**config.mk**
```make
export PLATFORM = sky130hd
export DESIGN_NAME = serial_minuend_restore_flat
export DESIGN_NICKNAME = d
export VERILOG_FILES = /design/src/rtl/serial_minuend_restore_if.sv /design/src/rtl/serial_minuend_restore.sv /design/src/flat_wrapper.sv
export SDC_FILE = /design/constraint.sdc
export NUM_CORES = 1
export LEC_CHECK = 0
export ABC_CLOCK_PERIOD_IN_PS = 1400
export BUFFER_PORTS_ARGS = -buffer_cell sky130_fd_sc_hd__buf_2
export CAP_MARGIN = 15
export CORE_ASPECT_RATIO = 0.75
export CORE_MARGIN = 2
export CORE_UTILIZATION = 47
export DETAILED_ROUTE_END_ITERATION = 8
export PLACE_DENSITY = 0.72
export SETUP_SLACK_MARGIN = 0.2
export SLEW_MARGIN = 15
export SYNTH_ARGS = -nofsm -noshare
export SYNTH_HDL_FRONTEND = slang
export SYNTH_SLANG_ARGS = --single-unit
```
**constraint.sdc**
```tcl
create_clock -name clk -period 1.4 [get_ports clk]
set_input_delay 0.07 -clock clk [delete_from_list [all_inputs] [get_ports clk]]
set_output_delay 0.07 -clock clk [all_outputs]
set_load 0.03 [all_outputs]
```
**src/rtl/serial_minuend_restore_if.sv**
```systemverilog
// ---------------------------------------------------------------------------
// serial_minuend_restore_if
//
// Groups the handshake and data signals of serial_minuend_restore.
//
//   start     master -> slave  begin an operation (honoured in IDLE/DONE)
//   diff_bit  master -> slave  serial difference bit, LSB first
//   sub_bit   master -> slave  serial subtrahend bit, LSB first
//   busy      slave -> master  high while operand bits are being sampled
//   done      slave -> master  one-cycle pulse, result/c_out/ovf just updated
//   result    slave -> master  reconstructed minuend (WIDTH bits)
//   c_out     slave -> master  unsigned carry out of the MSB
//   ovf       slave -> master  signed overflow of diff + sub
// ---------------------------------------------------------------------------
interface serial_minuend_restore_if #(
   parameter int WIDTH = 8
);
   logic             start;
   logic             diff_bit;
   logic             sub_bit;
   logic             busy;
   logic             done;
   logic [WIDTH-1:0] result;
   logic             c_out;
   logic             ovf;

   modport master (
      output start, diff_bit, sub_bit,
      input  busy, done, result, c_out, ovf
   );

   modport slave (
      input  start, diff_bit, sub_bit,
      output busy, done, result, c_out, ovf
   );
endinterface

```
**src/rtl/serial_minuend_restore.sv**
```systemverilog
// ---------------------------------------------------------------------------
// serial_minuend_restore
//
// Bit-serial reconstruction of a minuend from a difference word and the
// subtrahend that produced it: result = diff + sub (mod 2^WIDTH).  Operands
// arrive LSB first, one bit pair per clock, after a start strobe.  A single
// full-add cell with a registered carry does the ripple addition.
//
// Ports:
//   clk  rising-edge clock
//   rst  synchronous, active-high reset (priority over everything)
//   bus  serial_minuend_restore_if.slave (start, diff_bit, sub_bit in;
//        busy, done, result, c_out, ovf out)
//
// Timing: start seen at edge T -> bit i sampled at edge T+1+i, busy high in
// cycles T+1..T+WIDTH, done (with result valid) in cycle T+WIDTH+1.
// ---------------------------------------------------------------------------
module serial_minuend_restore #(
   parameter int WIDTH = 8
) (
   input  logic                     clk,
   input  logic                     rst,
   serial_minuend_restore_if.slave  bus
);

   localparam int CW = (WIDTH > 1) ? $clog2(WIDTH) : 1;
   localparam logic [CW-1:0] LAST_BIT = CW'(WIDTH - 1);

   typedef enum logic [1:0] {
      IDLE,
      SHIFT,
      DONE
   } state_t;

   state_t           state_q,  state_d;
   logic             carry_q,  carry_d;
   logic [CW-1:0]    cnt_q,    cnt_d;
   logic [WIDTH-1:0] shreg_q,  shreg_d;
   logic [WIDTH-1:0] result_q, result_d;
   logic             c_out_q,  c_out_d;
   logic             ovf_q,    ovf_d;
   logic             busy_q,   busy_d;
   logic             done_q,   done_d;

   // Full-add cell on the current bit pair and the registered carry.
   logic sum_bit;
   logic carry_next;

   assign sum_bit    = bus.diff_bit ^ bus.sub_bit ^ carry_q;
   assign carry_next = (bus.diff_bit & bus.sub_bit) |
                       ((bus.diff_bit ^ bus.sub_bit) & carry_q);

   always_comb begin
      // NOTE: every signal gets a default first so no path leaves it
      // unassigned; otherwise synthesis infers a latch.
      state_d  = state_q;
      carry_d  = carry_q;
      cnt_d    = cnt_q;
      shreg_d  = shreg_q;
      result_d = result_q;
      c_out_d  = c_out_q;
      ovf_d    = ovf_q;

      unique case (state_q)
         IDLE, DONE: begin
            if (bus.start) begin
               state_d = SHIFT;
               carry_d = 1'b0;
               cnt_d   = '0;
            end else begin
               state_d = IDLE;
            end
         end
         SHIFT: begin
            // start is deliberately not looked at here: no restart mid-word.
            // Right shift with the new sum bit entering at the MSB, so the
            // first bit sampled ends up in bit 0 after WIDTH shifts.
            shreg_d = {sum_bit, shreg_q[WIDTH-1:1]};
            carry_d = carry_next;
            cnt_d   = cnt_q + CW'(1);
            if (cnt_q == LAST_BIT) begin
               // This cycle carries the MSB pair: sign-based overflow is
               // formed from the live operand bits and the MSB sum.
               state_d  = DONE;
               result_d = shreg_d;
               c_out_d  = carry_next;
               ovf_d    = (bus.diff_bit == bus.sub_bit) &&
                          (sum_bit != bus.diff_bit);
            end
         end
         default: state_d = IDLE;
      endcase

      // Outputs are registered, decoded from the next state.
      busy_d = (state_d == SHIFT);
      done_d = (state_d == DONE);
   end

   // NOTE: sequential state uses non-blocking assignments so every flop
   // samples pre-edge values regardless of statement order.
   always_ff @(posedge clk) begin
      if (rst) begin
         state_q  <= IDLE;
         carry_q  <= 1'b0;
         cnt_q    <= '0;
         shreg_q  <= '0;
         result_q <= '0;
         c_out_q  <= 1'b0;
         ovf_q    <= 1'b0;
         busy_q   <= 1'b0;
         done_q   <= 1'b0;
      end else begin
         state_q  <= state_d;
         carry_q  <= carry_d;
         cnt_q    <= cnt_d;
         shreg_q  <= shreg_d;
         result_q <= result_d;
         c_out_q  <= c_out_d;
         ovf_q    <= ovf_d;
         busy_q   <= busy_d;
         done_q   <= done_d;
      end
   end

   assign bus.busy   = busy_q;
   assign bus.done   = done_q;
   assign bus.result = result_q;
   assign bus.c_out  = c_out_q;
   assign bus.ovf    = ovf_q;

endmodule
```
**src/flat_wrapper.sv**
```systemverilog
// flat-port wrapper written by rule: the top's interface ports become plain ports
module serial_minuend_restore_flat 
#(
   parameter int WIDTH = 8
)
  (clk, rst, bus_start, bus_diff_bit, bus_sub_bit, bus_busy, bus_done, bus_result, bus_c_out, bus_ovf);
  serial_minuend_restore_if #(.WIDTH(WIDTH)) bus_i ();
  input  logic clk;
  input  logic rst;
  input wire logic [$bits(bus_i.start)-1:0] bus_start;
  input wire logic [$bits(bus_i.diff_bit)-1:0] bus_diff_bit;
  input wire logic [$bits(bus_i.sub_bit)-1:0] bus_sub_bit;
  output wire logic [$bits(bus_i.busy)-1:0] bus_busy;
  output wire logic [$bits(bus_i.done)-1:0] bus_done;
  output wire logic [$bits(bus_i.result)-1:0] bus_result;
  output wire logic [$bits(bus_i.c_out)-1:0] bus_c_out;
  output wire logic [$bits(bus_i.ovf)-1:0] bus_ovf;
  assign bus_i.start = bus_start;
  assign bus_i.diff_bit = bus_diff_bit;
  assign bus_i.sub_bit = bus_sub_bit;
  assign bus_busy = bus_i.busy;
  assign bus_done = bus_i.done;
  assign bus_result = bus_i.result;
  assign bus_c_out = bus_i.c_out;
  assign bus_ovf = bus_i.ovf;
  serial_minuend_restore #(.WIDTH(WIDTH)) u_core (.clk(clk), .rst(rst), .bus(bus_i));
endmodule
```
### Word-level counts from Yosys, hierarchy flattened

Cells that the tools add are included.

* bits in registers: 26
* input port bits: 5
* output and inout bits: 12
* word-level logic and storage cells: 36

* add/sub/neg operators: 1
* eq/ne operators: 8
* muxes and demuxes: 7
* bitwise logic cells: 5
* reductions and logical operators: 6

Operators with widths (count)
* $pmux 3 s2: 1
* $eq 2x1->1 const B: 2
* $eq 2x2->1 const B: 2
* $pmux 2 s2: 1
* $reduce_and 2->1: 2
* $add 3x1->3 const B: 1
* $eq 3x3->1 const B: 1
* $mux 3: 1
* $and 1x1->1: 2
* $logic_not 2->1: 1
* $mux 1: 2
* $mux 2: 1
* $ne 2x2->1 const B: 1
* $pmux 1 s2: 1
* $reduce_bool 2->1: 1
* $reduce_or 2->1: 1
* $xor 1x1->1: 2
* $eq 1x1->1: 1
* $logic_and 1x1->1: 1
* $ne 1x1->1: 1
* $or 1x1->1: 1

### Depth between registers and ports, before layout

* word-level depth: 4
* depth in mapped cells: 6
* gate-level depth less buffers: 5

### Worst setup path after synthesis

No wires, ideal clock.

* kind: flip-flop to flip-flop
* start point: reg u_core.carry_q
* end point: reg u_core.ovf_q, in the netlist u_core.bus.ovf
* library setup time: 0.070 ns
* arrival: 1.407 ns
* data required time: 1.330 ns
* setup slack: -0.077 ns
* cell stages (with the launch flop): 6
* path buffers: 0
* period minus slack after synthesis: 1.477 ns
* cells stage by stage: dfxtp_1 inv_1 fa_1 xor2_1 or3_1 a21oi_1

* cells in the longest elaborated chain, start to end: 3

Ends and longest elaborated chain
* start: declaration: RTL line serial_minuend_restore.sv:36 `logic carry_q, carry_d;`
* start signal: assignment: RTL line serial_minuend_restore.sv:114 `carry_q <= carry_d;`
* $xor 1x1->1: RTL line serial_minuend_restore.sv:49 `assign sum_bit = bus.diff_bit ^ bus.sub_bit ^ carry_q;`
* $ne 1x1->1: RTL line serial_minuend_restore.sv:88 `(sum_bit != bus.diff_bit);`
* $logic_and 1x1->1: RTL line serial_minuend_restore.sv:87 `ovf_d = (bus.diff_bit == bus.sub_bit) &&`
* end signal: assignment: RTL line serial_minuend_restore.sv:119 `ovf_q <= ovf_d;`
* end: declaration: RTL line serial_minuend_restore.sv:41 `logic ovf_q, ovf_d;`

Every way passes these cells.
A chain may end at the register's enable or synchronous reset.

### Final worst setup path

Same ends and word-level chain as after synthesis.

==> run_results.csv <==
group,metric,value,unit
logic_synthesis,synth_edf_count,0,
floorplanning,ios,17,
run_status,violations,"negative setup slack",
logic_synthesis,yosys_register_bits,25,
logic_synthesis,synthAdderAreaFrac,6.09,%
final_layout,utilization,61.1,%
detailed_routing,viasPerCell,4.96,
sta,setup_violations,1,
setup_path,reg2reg_from,"u_core.carry_q",
clock_tree,clock-sinks,25,
clock_tree,cts_buffer_depth,2,
floorplanning,dieWidth,55.8,microns
detailed_routing,drt-pass1-iter-count,4,
power,leakagePower,0.478,nW
detailed_routing,wl_per_cell,11.4,microns
placement,pre_cts_ws,-0.0722,ns
logic_synthesis,synthSimpleGateAreaFrac,22.3,%
clock_tree,clk_latency,0.31,ns
detailed_routing,post-route-drc-count,0,
logic_synthesis,synth_common_cells,"nand2_1 (29), dfxtp_1 (25), a21oi_1 (18), nor2_1 (7)",
setup_path,cp.required,1.66,ns
final_layout,diodes,0,
clock_tree,clk_pin_slew_worst_paths,0.13,ns
final_layout,syn_to_final_growth,25.7,%
floorplanning,core,1940,sq um
power,total_power,1.15,mW
worst_hold_path,hp-start,"bus_sub_bit",
clock_tree,cts_tree,"built",
setup_path,start_kind,"flip-flop",
sta,fmax,679,MHz
detailed_routing,drtAntennaViolNets,0,
global_route,met2_usage,27.1,%
global_route,busiest_layer,"met2",
logic_synthesis,synthMuxAreaShare,0,%
logic_synthesis,yosys_warnings,0,
setup_path,worstSetupPathType,"reg2reg",
final_layout,multiInputGateArea,447,sq um
placement,hpwl,1180,microns
logic_synthesis,synthXorXnorAreaFrac,0.927,%
clock_tree,cts_hold_buf,0,
flow_run,cap_viol_max_count,0,
power,power.density,969,nW/um^2
logic_synthesis,ys_top_cells_by_area,"dfxtp_1 (53%), nand2_1 (12%), a21oi_1 (9.5%)",
setup_path,reg2reg_to,"u_core.bus.ovf",
worst_hold_path,min_delay_path_depth,4,
run_status,status,"complete, but fails checks",
sta,skew,0.00212,ns
final_layout,fin_nets,143,
global_route,grt_pass1_vias,692,
clock_tree,cts_buffers,3,
logic_synthesis,synth_async_sr_flop_share,0,%
worst_hold_path,min_path_type,"in2reg",
floorplanning,fp.dieH,42.8,microns
global_route,grt_pass1_wl,3160,microns
logic_synthesis,synth_top_family_by_area,"simple AND/OR/NAND/NOR gates",
floorplanning,start_util,48.6,%
setup_path,r2r_setup_slack,-0.07,ns
logic_synthesis,synth_top_area_share,53.0,%
sta,drv_slew,0,
sta,worst_pin_slew,0.458,ns
sta,finalWorstSetupSlack,-0.0737,ns
logic_synthesis,synth_most_common_cell,"nand2_1",
power,vdd_drop_max,0.895,mV
logic_synthesis,syn_nets,119,
sta,final-hold-violation-count,0,
global_route,met3_usage,6.40,%
global_route,track_usage,16.9,%
setup_path,worstPathMaxFanout,2,
setup_path,crit_path_end_kind,"flip-flop",
final_layout,regArea,507,sq um
final_layout,fill_cells,166,
placement,gp_congestion,0.658,
setup_path,arrival,1.73,ns
floorplanning,die_area,2390,sq um
clock_tree,ctsRootBufferMaster,"clkbuf_4",
placement,portBuffers,16,
clock_tree,ctsHtreeMaxLevel,1,
placement,place_area,1070,sq um
logic_synthesis,synth_top_cell_by_area,"dfxtp_1",
logic_synthesis,synthFlopType,"dfxtp_1",
floorplanning,row_count,14,
worst_hold_path,min_delay_worst_endpoint,"u_core.bus.ovf",
global_route,grt_max_degree,26,
global_route,antenna_found_initial,0,
logic_synthesis,synth_sequential_area_ratio,53.0,%
final_layout,fin_area,1190,sq um
sta,min_period_over_period,105,%
global_route,grt_overflow,0,
logic_synthesis,synth_area_per_cell,8.59,sq um
sta,relSlewSlack,69.5,%
detailed_routing,routed_wl,1780,microns
sta,period_minus_slack,1.47,ns
logic_synthesis,syn_area,945,sq um
final_layout,drive_gt1_share,33.8,%
logic_synthesis,syn_inst,110,
global_route,grtUsageMet1,22.6,%
logic_synthesis,synth.distinct_cells,19,
sta,rsz0062_at_grt,"yes",
detailed_routing,via_count,778,
detailed_routing,drtIter0Drc,5,
setup_path,ff2ff_path_depth,5,
logic_synthesis,synth-compound-area-share,12.7,%
flip-flops by register name, indices dropped and copies added (netlist names):
register and count:
u_core.cnt_q 3, u_core.bus.c_out 1, u_core.bus.busy 1, u_core.shreg_q 7
u_core.bus.result 8, u_core.state_q 2, u_core.carry_q 1, u_core.bus.ovf 1
u_core.bus.done 1
final cells by class:
cell class	instances	share of cell area, %
repair buffers	26	14.0
clock buffers	4	2.21
flip-flops and latches	25	42.7
well taps	24	2.53
inverters	3	0.948
multi-input cells	75	37.6
metrics by stage:
stage                     cells  TNS (ns)  hold WS (ns)
after floorplan             110   -0.0510         0.345
after global placement      149   -0.0347         0.440
after detailed placement    149   -0.0722         0.446
after CTS                   156   -0.0731         0.140
after global routing        157    -0.211         0.158
final                       157   -0.0737         0.146
worst max-delay path, cell delays in order, from the launching register on:
cell	delay [ns]
dfxtp_2	0.35
inv_2	0.03
fa_1	0.46
xor2_1	0.15
or3_1	0.32
a21oi_2	0.11
power by group:
group	internal (mW)	switching, mW
registers	0.725	0.0118
clock network	0.111	0.204
logic	0.0404	0.0583
total	0.877	0.274
cells in the final DEF (no fill, tap or decap):
master and instances:
a211oi_1 3, a21oi_1 17, a21oi_2 1, and2b_1 1
and3b_2 1, buf_2 16, buf_4 7, buf_6 3
clkbuf_1 1, clkbuf_4 3, dfxtp_1 22, dfxtp_2 2
dfxtp_4 1, fa_1 1, ha_1 1, ha_4 2
inv_1 2, inv_2 1, nand2_1 22, nand2_2 7
nand2b_1 3, nand2b_2 1, nand3_1 4, nand3b_1 1
nor2_1 7, o21a_1 1, or3_1 1, xor2_1 1
routing by layer:
metal	wire length (microns)	vias to the layer above
met3	64	2
met1	843	360
met4	10	0
met2	864	11
met5	0	-
li1	-	405
repair_timing:
action	in CTS	in global routing
setup buffers	3	1
pin swaps	5	2
resized for setup	14	5
setup endpoints to repair	11	17
worst max path at each step:
stage | start | endpoint | slack, ns | cells after the start
floorplan | u_core.carry_q | u_core.bus.ovf | -0.05 | 5
global placement | u_core.carry_q | u_core.bus.ovf | -0.03 | 5
detailed placement | u_core.carry_q | u_core.bus.ovf | -0.07 | 5
CTS | u_core.carry_q | u_core.bus.ovf | -0.07 | 5
global route | u_core.carry_q | u_core.bus.ovf | -0.14 | 5
finish | u_core.carry_q | u_core.bus.ovf | -0.07 | 5
cell families (layout without fill, tap and decap cells):
family                   Yosys count  in the layout
AO/OA/AOI/OAI                     22             22
adder cells (fa/ha/maj)            4              4
buffers and inverters             10             33
XOR/XNOR                           1              1
flip-flops                        25             25
AND/OR/NAND/NOR                   48             48
Power figures use the tool's default switching activity.
